### src/rtl/gh_shift_reg_bd_pl.sv
// Bidirectional shift register with parallel load, runtime word length,
// remaining-bit counter and end-of-word pulse; shared by the UART TX and RX paths.
module gh_shift_reg_bd_pl #(
    parameter int size = 8
) (
    input  logic                         clk,
    input  logic                         rst,
    input  logic                         srst,
    input  logic                         load,
    input  logic [size-1:0]              pd,
    input  logic [$clog2(size+1)-1:0]    wlen,
    input  logic                         dir,
    input  logic                         se,
    input  logic                         d,
    output logic [size-1:0]              q,
    output logic [size-1:0]              qa,
    output logic                         so,
    output logic [$clog2(size+1)-1:0]    cnt,
    output logic                         busy,
    output logic                         done
);

    localparam int cw = $clog2(size+1);

    logic [size-1:0] iq_q, iq_d;
    logic [cw-1:0]   wl_q, wl_d;
    logic [cw-1:0]   cnt_q, cnt_d;
    logic            done_q, done_d;

    logic [size-1:0] ones;
    logic [size-1:0] sel_onehot;
    logic [size-1:0] mask;

    // Out-of-range word lengths fall back to the full register width.
    function automatic logic [cw-1:0] clamp(input logic [cw-1:0] x);
        if (x == '0 || int'(x) > size)
            return cw'(size);
        else
            return x;
    endfunction

    always_comb begin
        iq_d   = iq_q;
        wl_d   = wl_q;
        cnt_d  = cnt_q;
        done_d = 1'b0;
        if (srst) begin
            iq_d  = '0;
            cnt_d = '0;
            wl_d  = clamp(wlen);
        end else if (load) begin
            iq_d  = pd;
            cnt_d = clamp(wlen);
            wl_d  = clamp(wlen);
        end else if (se) begin
            if (dir)
                iq_d = {iq_q[size-2:0], d};
            else
                iq_d = {d, iq_q[size-1:1]};
            if (cnt_q != '0) begin
                cnt_d  = cnt_q - cw'(1);
                done_d = (cnt_q == cw'(1));
            end
        end
    end

    always_ff @(posedge clk or posedge rst) begin
        if (rst) begin
            iq_q   <= '0;
            wl_q   <= cw'(size);
            cnt_q  <= '0;
            done_q <= 1'b0;
        end else begin
            iq_q   <= iq_d;
            wl_q   <= wl_d;
            cnt_q  <= cnt_d;
            done_q <= done_d;
        end
    end

    // MSB-first output taps bit wl-1; wl is always 1..size so the shift is in range.
    always_comb begin
        ones       = '1;
        sel_onehot = {{(size-1){1'b0}}, 1'b1} << (wl_q - cw'(1));
        mask       = ~(ones << wl_q);
        so         = dir ? |(iq_q & sel_onehot) : iq_q[0];
        qa         = dir ? (iq_q & mask) : (iq_q >> (cw'(size) - wl_q));
    end

    assign q    = iq_q;
    assign cnt  = cnt_q;
    assign busy = (cnt_q != '0);
    assign done = done_q;

endmodule
### config.mk
export PLATFORM = sky130hd
export DESIGN_NAME = gh_shift_reg_bd_pl
export DESIGN_NICKNAME = d
export VERILOG_FILES = /design/src/rtl/gh_shift_reg_bd_pl.sv
export SDC_FILE = /design/constraint.sdc
export NUM_CORES = 1
export LEC_CHECK = 0
export ABC_AREA = 1
export CAP_MARGIN = 20
export CORE_ASPECT_RATIO = 1.25
export CORE_MARGIN = 2
export CORE_UTILIZATION = 45
export CTS_CLUSTER_DIAMETER = 30
export DETAILED_ROUTE_END_ITERATION = 6
export PLACE_DENSITY_LB_ADDON = 0.12
export SLEW_MARGIN = 20
export SYNTH_ARGS = -nofsm -noshare
export SYNTH_HDL_FRONTEND = slang
export SYNTH_SLANG_ARGS = --single-unit
### constraint.sdc
create_clock -name clk -period 7 [get_ports clk]
set_clock_uncertainty 0.2 [all_clocks]
set_input_delay 1.75 -clock clk [delete_from_list [all_inputs] [get_ports clk]]
set_output_delay 1.75 -clock clk [all_outputs]
set_load 0.1 [all_outputs]
Word level (Yosys, flattened, before mapping)
Cells that the tools add are included.
- register bits after elaboration: 17
- bits of input ports: 19
- output and inout port bits: 23
- reductions and logical operators: 8
- bitwise gates (word level): 3
- multiplexer cells: 17
- shift-type cells: 3
- add/sub/neg operators: 3
- equality and inequality tests: 1
- $lt $le $gt $ge: 1
- operators by type and width (operator ; number):
    $mux 8 ; 5
    $mux 4 ; 7
    $and 8x8->8 ; 2
    $not 8->8 ; 1
    $reduce_or 8->1 ; 1
    $shl 1x4->8 const A ; 1
    $shl 8x4->8 const A ; 1
    $shr 8x4->8 ; 1
    $sub 4x1->4 const B ; 2
    $reduce_bool 3->1 ; 2
    $mux 1 ; 5
    $eq 4x1->1 const B ; 1
    $gt 4x4->1 const B ; 1
    $logic_not 4->1 ; 1
    $reduce_bool 4->1 ; 1
    $sub 4x4->4 const A ; 1
    $reduce_and 2->1 ; 1
    $reduce_bool 2->1 ; 1
    $logic_or 1x1->1 ; 1

Depth between registers and ports, before layout
Gate-level depths: netlist of run 1.
- word-level depth: 5
- depth in mapped cells: 12
- mapped depth without buffers: 9

Least setup slack after synthesis of run 1
OpenSTA, ideal clock, no wires.
- kind: input port to output port
- start point: input port dir
- end point: output port qa[5]
- data arrival time: 2.916 ns
- required time: 5.050 ns
- stages: 4
- buffers on the path: 2
- path slack: 2.134 ns
- cell sequence: buf_2 buf_2 o2111ai_1 nand2_1
- longest elaborated chain between the ends: 1
- RTL lines (what ; line ; text):
    start, declared ; 12 ; input logic dir,
    $mux 8 ; 87 ; qa = dir ? (iq_q & mask) : (iq_q >> (cw'(size) - wl_q));
    end, declared ; 16 ; output logic [size-1:0] qa,
No other way between the ends.

Worst setup path in the final report of run 1
- start point: input port dir
- end point: output port so
- longest elaborated chain between the ends: 1
- RTL lines (what ; line ; text):
    $mux 1 ; 86 ; so = dir ? |(iq_q & sel_onehot) : iq_q[0];
    end, declared ; 17 ; output logic so,
No other way between the ends.

==> results of run 1 <==
state kept, by name, summed over array words and instances (netlist names):
signal,count
cnt,4
done,1
q,8
wl_q,4
power groups by stage:
stage,sequential [uW],combinational (uW),clock (uW)
final,127,255,74.6
after global routing,128,273,80.6
after CTS,126,255,75.3
after detailed placement,128,254,0
after global placement,128,254,0
after floorplan,177,146,0
worst register-to-register path, stage by stage (launching register included):
cell	delay, ns
dfrtp_1	0.43
inv_1	0.14
ha_1	0.20
nand3_2	0.10
nand2_4	0.11
nor2_4	0.05
nand3_1	0.08
nand2_1	0.05
synth_stat cells (3+ instances only):
| cell type | number | area [sq um] |
|---|---|---|
| buf_2 | 4 | 20.0 |
| a21oi_1 | 3 | 15.0 |
| ha_1 | 11 | 138 |
| nand3_1 | 38 | 190 |
| o2111ai_1 | 6 | 52.6 |
| nor2_1 | 17 | 63.8 |
| o21ai_0 | 13 | 65.1 |
| dfrtp_1 | 16 | 400 |
| inv_1 | 17 | 63.8 |
| nand2_1 | 102 | 383 |
| buf_6 | 4 | 45.0 |
| nor2_4 | 3 | 33.8 |
metrics by stage:
step | instances | worst slack (ns) | hold slack (ns) | utilization [%]
2_1_floorplan | 252 | 2.13 | 0.301 | -
3_3_place_gp | 323 | 1.57 | 0.323 | 57.3
3_5_place_dp | 323 | 1.52 | 0.332 | 57.3
4_1_cts | 327 | 1.53 | 0.346 | 58.6
5_1_grt | 327 | 1.26 | 0.394 | 58.6
6_report | 327 | 1.48 | 0.341 | 58.6
path summary, 6_finish.rpt:
check / from / end
min in group asynchronous: rst / q[6]
worst min register to register: wl_q[3] / wl_q[3]
worst max-delay path: dir / so
worst max register to register: cnt[0] / cnt[3]
worst min-delay path: wl_q[3] / wl_q[3]
max in group asynchronous: rst / q[0]
final cells by class:
class / instances / area, sq um / share of cell area (%)
clock buffer: 4 / 45.0 / 2.22
inverter: 20 / 77.6 / 3.83
multi-input combinational: 206 / 1040 / 51.3
sequential: 17 / 427 / 21.1
tap: 39 / 48.8 / 2.41
timing repair buffer: 41 / 388 / 19.2
logic make-up after synthesis:
logic type,count (synthesis)
AOI/OAI and AO/OA,25
DFF,17
buffers and inverters,29
xor gates and xnor gates,1
and+or+nand+nor,169
adders and majority gates,11
metal layers:
layer	share of wire [%]	track usage, %
met1	43	28.6
met2	49	40.0
met3	6.4	2.01
met4	1.4	8.01
met5	0	0
==> impl_metrics.json, run 1 <==
{
  "wl_per_cell_um": 13.1,
  "status": "complete, no violations",
  "synth.avg_cell_area_sq_um": 6.41,
  "pwr-share-seq_pct": 27.7,
  "vias_per_cell": 5.29,
  "io_buffer_count": 41,
  "start_util_pct": 46.8,
  "synth_compound_area_share_pct": 9.45,
  "crit_family": "buffers and inverters",
  "cpMostUsedCell": "nand2_1",
  "die_h_um": 71.0,
  "placed_cell_area_sq_um": 1980,
  "switching_power_uw": 242,
  "ant_nets": 0,
  "area_growth_pct": 25.3,
  "ys.warnings.count": 0,
  "grt_pass1_wl_um": 7490,
  "root_buffer": "clkbuf_8",
  "r2r_setup_slack_ns": 5.53,
  "clk_latency_ns": 0.25,
  "clkTransAtPathRegs_ns": 0.07,
  "totalPowerFinal_uw": 456,
  "fin_crit_sh_pct": 78.9,
  "cp-start-kind": "input pin",
  "synth_top_family_by_area": "simple AND/OR/NAND/NOR gates",
  "synth_xor_area_share_pct": 0.542,
  "cp_cell_sequence": "clkdlybuf4s50_1 > inv_1 > nor2_1 > nand2_1 > nand2_1 > buf_4",
  "clockPowerShare_pct": 16.4,
  "finalHoldViolCount": 0,
  "post_cts_buffers": 0,
  "synthAdderAreaFrac_pct": 8.52,
  "cp_num_buf_inv": 3,
  "peakVddDrop_mv": 0.165,
  "worstHoldPathCells": 2,
  "synth_area_sq_um": 1620,
  "num_antenna_cells": 0,
  "yosysSeqAreaShare_pct": 26.4,
  "cp_num_cells": 6,
  "fmax_mhz": 181,
  "syn_nets": 282,
  "die_area_sq_um": 4090,
  "synth-main-ff-cell": "dfrtp_1",
  "syn_inst": 252,
  "slew_headroom_pct": 35.0,
  "drive_above_1_share_pct": 7.99,
  "drc": 0,
  "place_congestion": 0.858,
  "synthMuxAreaShare_pct": 0,
  "cts_tree": "done",
  "drt-initial-drc-count": 105,
  "finalSetupTns_ns": 0,
  "core_area_sq_um": 3450,
  "wirelength_um": 4290,
  "io_pins": 42,
  "synthSimpleGateAreaFrac_pct": 45.8,
  "async_reset_ff_share_pct": 100,
  "power.leakage_uw": 0.00103,
  "swShare_pct": 53.0,
  "nets": 319,
  "maxCapViolCount": 0,
  "cellPowerDensity_nw_per_um2": 225,
  "cts.sinks": 17,
  "hold_buffers": 0,
  "rsz0062_at_grt": "false",
  "cts_buffer_depth": 2,
  "setup_viol": 0,
  "cts_buffers": 3,
  "synth_edf_count": 0,
  "via_count": 1729,
  "cpPeakStageDelay_ns": 0.86,
  "final_cell_mix": "nand2_1 (102), nand3_1 (38), clkdlybuf4s50_1 (32)",
  "critPathCaptureType": "primary output",
  "hp-class": "reg2reg",
  "dr.pass1.iters": 4,
  "required_ns": 5.05,
  "final_common_cell": "nand2_1",
  "synthDistinctLibCells": 25,
  "grt_pass1_vias": 1718,
  "grt_max_degree": 18,
  "place_hpwl_um": 3220,
  "grt-ovfl-total": 0,
  "synth-seq-cells": 17,
  "nFillCells": 355,
  "final_area_sq_um": 2020,
  "die_w_um": 57.6,
  "critPathKind": "in2out",
  "rows": 24,
  "worst_path_max_delay_cell": "clkdlybuf4s50_1",
  "cts_resized": 0,
  "p_int_uw": 214,
  "worst_pin_slew_ns": 0.971,
  "antenna_found_initial": 0,
  "r2r_cells": 7,
  "slew_violations": 0,
  "fin_crit_ns": 5.52,
  "crit_fanout": 17,
  "grt_use_total_pct": 22.7,
  "p_comb_share_pct": 55.9,
  "arrival_ns": 3.57,
  "htree_levels": 1
}
Power figures use the tool's default switching activity.
==> run 2: changes to the inputs <==
clock period = 5.4 ns   (was 7 ns; I/O delays follow)
==> run 2 against run 1 <==
Routed wire length is 1.1% lower; sequential share of layout area is 0.21 points lower; first-iteration DRC count is 40% lower; final cell count is 0.31% higher; critical path depth stayed put; via count is 0.93% higher; worst hold slack better by 0.0011 ns; core utilization is 0.58 points higher; largest power group unchanged.
==> impl_metrics.json, run 2 (synthesized netlist as in run 1, its figures left out) <==
{
  "status": "complete, no violations",
  "worst_path_max_delay_cell": "clkdlybuf4s50_1",
  "critPathKind": "in2out",
  "htree_levels": 1,
  "setup_viol": 0,
  "drt-initial-drc-count": 63,
  "fin_crit_ns": 4.32,
  "die_w_um": 57.6,
  "place_hpwl_um": 3340,
  "cellPowerDensity_nw_per_um2": 291,
  "holdWs_ns": 0.342,
  "root_buffer": "clkbuf_8",
  "num_antenna_cells": 0,
  "dr.pass1.iters": 4,
  "drc": 0,
  "maxCapViolCount": 0,
  "drive_above_1_share_pct": 8.30,
  "via_count": 1745,
  "wl_per_cell_um": 12.9,
  "worstHoldPathCells": 2,
  "cts_tree": "done",
  "r2r_cells": 7,
  "required_ns": 3.85,
  "power.leakage_uw": 0.00104,
  "die_area_sq_um": 4090,
  "clkTransAtPathRegs_ns": 0.07,
  "grt_pass1_vias": 1694,
  "cts_resized": 0,
  "clk_latency_ns": 0.25,
  "peakVddDrop_mv": 0.229,
  "cp_cell_sequence": "clkdlybuf4s50_1 > buf_4 > nand2_1 > o21bai_1 > nand2_1 > buf_4",
  "rows": 24,
  "dpl.cell_count": 324,
  "fmax_mhz": 232,
  "wirelength_um": 4240,
  "place_congestion": 0.903,
  "io_buffer_count": 41,
  "final_cell_mix": "nand2_1 (102), nand3_1 (38), clkdlybuf4s50_1 (32)",
  "cts.sinks": 17,
  "grt_pass1_wl_um": 7620,
  "start_util_pct": 46.8,
  "hp-class": "reg2reg",
  "vias_per_cell": 5.32,
  "cpPeakStageDelay_ns": 0.58,
  "grt-ovfl-total": 0,
  "core_area_sq_um": 3450,
  "slew_headroom_pct": 35.2,
  "io_pins": 42,
  "hold_buffers": 0,
  "antenna_found_initial": 0,
  "grt_max_degree": 18,
  "slew_violations": 0,
  "cts_buffer_depth": 2,
  "cp-start-kind": "input pin",
  "area_growth_pct": 26.6,
  "worst_pin_slew_ns": 0.969,
  "largest_reg_flops": 8,
  "final_common_cell": "nand2_1",
  "crit_fanout": 11,
  "ant_nets": 0,
  "post-route-util_pct": 59.2,
  "arrival_ns": 2.77,
  "nets": 320,
  "cts_buffers": 3,
  "post_cts_buffers": 0,
  "grt_use_total_pct": 23.0,
  "finalHoldViolCount": 0,
  "stdcell_count": 328,
  "die_h_um": 71.0,
  "critPathCaptureType": "primary output",
  "rsz0062_at_grt": "false",
  "finalSetupTns_ns": 0,
  "fin_crit_sh_pct": 80.0
}
[run 2: area by class of cell]
class | instances | area [sq um]
fillers | 378 | 1410
multi-input cells | 206 | 1040
inverters | 20 | 77.6
well taps | 39 | 48.8
flip-flops and latches | 17 | 427
repair buffers | 42 | 408
clock buffers | 4 | 45.0
[run 2: critical path, delay by kind of cell]
family                 cells  cell delay [ns]
buffers and inverters      3             1.09
AO/OA/AOI/OAI              1             0.17
AND/OR/NAND/NOR            2             0.16
[run 2: routing by layer]
layer,part of all wire (%),global-route usage (%)
met5,0,0
met1,43,29.7
met3,4.7,2.19
met2,50,39.1
met4,2.1,9.04
[run 2: per-stage QoR]
step | instance area (sq um) | setup WS, ns | power [uW]
after CTS | 2040 | 1.08 | 598
after global routing | 2040 | 0.965 | 632
final | 2040 | 1.08 | 595
after floorplan | 1620 | 1.33 | 419
after global placement | 2000 | 1.12 | 501
after detailed placement | 2000 | 1.08 | 501
[run 2: path summary, 6_finish.rpt]
path	endpoint	startpoint	slack (ns)
setup / recovery	qa[2]	dir	1.08
hold / removal	cnt[1]	cnt[1]	0.34
setup reg to reg	cnt[1]	cnt[0]	3.90
hold reg to reg	cnt[1]	cnt[1]	0.34
max in group asynchronous	q[7]	rst	3.29
min in group asynchronous	cnt[2]	rst	1.28
[run 2: report_power, final]
group	switching [uW]	total, uW	internal (uW)	leakage (uW)
clock network	44.9	97.3	52.4	0.0000228
logic	246	334	88.9	0.000796
registers	23.4	163	140	0.000218
==> run 3: changes to the inputs <==
clock period = 4.1 ns   (was 5.4 ns; I/O delays follow)
==> run 3 against run 2 <==
Total power is 36% higher; combinational power is 39% higher; final cell count stayed put; core utilization is 2.5 points higher; first-iteration DRC count is 24% higher; count of clock-buffer cells in the layout stayed put.
==> impl_metrics.json, run 3 (synthesized netlist as in run 1, its figures left out) <==
{
  "crit_family": "adder cells",
  "wirelength_um": 4200,
  "area_growth_pct": 31.8,
  "nets": 320,
  "status": "complete, no violations",
  "cts_resized": 0,
  "worstHoldPathCells": 2,
  "final_area_sq_um": 2130,
  "dr.pass1.iters": 4,
  "maxCapViolCount": 0,
  "placed_cell_area_sq_um": 2080,
  "power.leakage_uw": 0.00107,
  "grt_pass1_wl_um": 7160,
  "finalSetupTns_ns": 0,
  "stdcell_count": 328,
  "drive_above_1_share_pct": 10.4,
  "cp_num_cells": 10,
  "post_cts_buffers": 0,
  "fin_crit_sh_pct": 92.9,
  "cellPowerDensity_nw_per_um2": 381,
  "dpl.cell_count": 324,
  "slew_headroom_pct": 35.2,
  "clkTransAtPathRegs_ns": 0.07,
  "antenna_found_initial": 0,
  "grt_use_total_pct": 22.0,
  "rows": 24,
  "arrival_ns": 2.59,
  "hp-class": "reg2reg",
  "cts_tree": "done",
  "place_hpwl_um": 3260,
  "slew_violations": 0,
  "wl_per_cell_um": 12.8,
  "cpMostUsedCell": "nand2_1",
  "peakVddDrop_mv": 0.322,
  "r2r_setup_slack_ns": 2.62,
  "vias_per_cell": 5.38,
  "start_util_pct": 46.8,
  "required_ns": 2.87,
  "critPathKind": "reg2out",
  "final_cell_mix": "nand2_1 (102), nand3_1 (38), clkdlybuf4s50_1 (26)",
  "r2r_cells": 7,
  "via_count": 1766,
  "clk_latency_ns": 0.26,
  "grt_pass1_vias": 1610,
  "nFillCells": 332,
  "largest_reg_flops": 8,
  "setup_viol": 0,
  "root_buffer": "clkbuf_8",
  "final_common_cell": "nand2_1",
  "core_area_sq_um": 3450,
  "cp-start-kind": "flip-flop",
  "finalHoldViolCount": 0,
  "rsz0062_at_grt": "false",
  "worst_path_max_delay_cell": "dfrtp_1",
  "io_buffer_count": 41,
  "fin_crit_ns": 3.81,
  "grt-ovfl-total": 0,
  "cp_num_buf_inv": 3,
  "cts_buffers": 3,
  "htree_levels": 1,
  "cp_cell_sequence": "inv_4 > ha_1 > ha_1 > inv_1 > nand2_1 > nor2_1 > nor2_1 > nand2_1 > nand2_1 > buf_12",
  "place_congestion": 0.944,
  "ant_nets": 0,
  "grt_max_degree": 18,
  "cpPeakStageDelay_ns": 0.64,
  "fmax_mhz": 262,
  "crit_fanout": 14,
  "pre_cts_slack_ns": 0.315,
  "drt-initial-drc-count": 78,
  "worst_slack_ns": 0.289,
  "worst_pin_slew_ns": 0.969,
  "io_pins": 42,
  "die_w_um": 57.6,
  "cts.sinks": 17,
  "die_h_um": 71.0,
  "num_antenna_cells": 0,
  "cts_buffer_depth": 2,
  "hold_buffers": 0,
  "die_area_sq_um": 4090,
  "drc": 0,
  "critPathCaptureType": "primary output"
}
## run 3: per-stage QoR
| stage | hold WS [ns] | power (uW) | util (%) |
|---|---|---|---|
| floorplan | 0.301 | 552 | - |
| global placement | 0.327 | 684 | 60.4 |
| detailed placement | 0.333 | 684 | 60.4 |
| CTS | 0.346 | 813 | 61.7 |
| global route | 0.370 | 855 | 61.7 |
| finish | 0.345 | 811 | 61.7 |
## run 3: final cells by class
cell class	instances	area, sq um	area share [%]
Inverter	20	77.6	3.64
Multi-Input combinational cell	206	1040	48.8
Timing Repair Buffer	42	493	23.1
Sequential cell	17	427	20.0
Clock buffer	4	45.0	2.12
Tap cell	39	48.8	2.29
## run 3: worst paths after layout
path / endpoint / startpoint
max in group asynchronous: q[0] / rst
max: so / wl_q[0]
min in group asynchronous: cnt[2] / rst
min: wl_q[3] / wl_q[3]
max reg2reg: cnt[1] / cnt[0]
min reg2reg: wl_q[3] / wl_q[3]
## run 3: report_power, final
group / switching [uW] / internal, uW / total (uW)
registers: 31.5 / 184 / 216
logic: 327 / 138 / 465
clock network: 61.6 / 69.3 / 131
total: 420 / 391 / 811
## run 3: worst reg2reg max path: stages, from the launching register on
cell     delay [ns]
dfrtp_1        0.43
inv_1          0.14
ha_1           0.20
nand3_2        0.10
nand2_4        0.12
nor2_4         0.05
nand3_1        0.08
nand2_1        0.06
## run 3: metal layers
layer | up-vias | share of wire, % | GRT usage (%)
met5 | - | 0 | 0
met4 | 0 | 1.8 | 10.3
met3 | 7 | 4.6 | 2.74
met2 | 58 | 50 | 36.0
met1 | 800 | 44 | 28.6
li1 | 901 | - | -
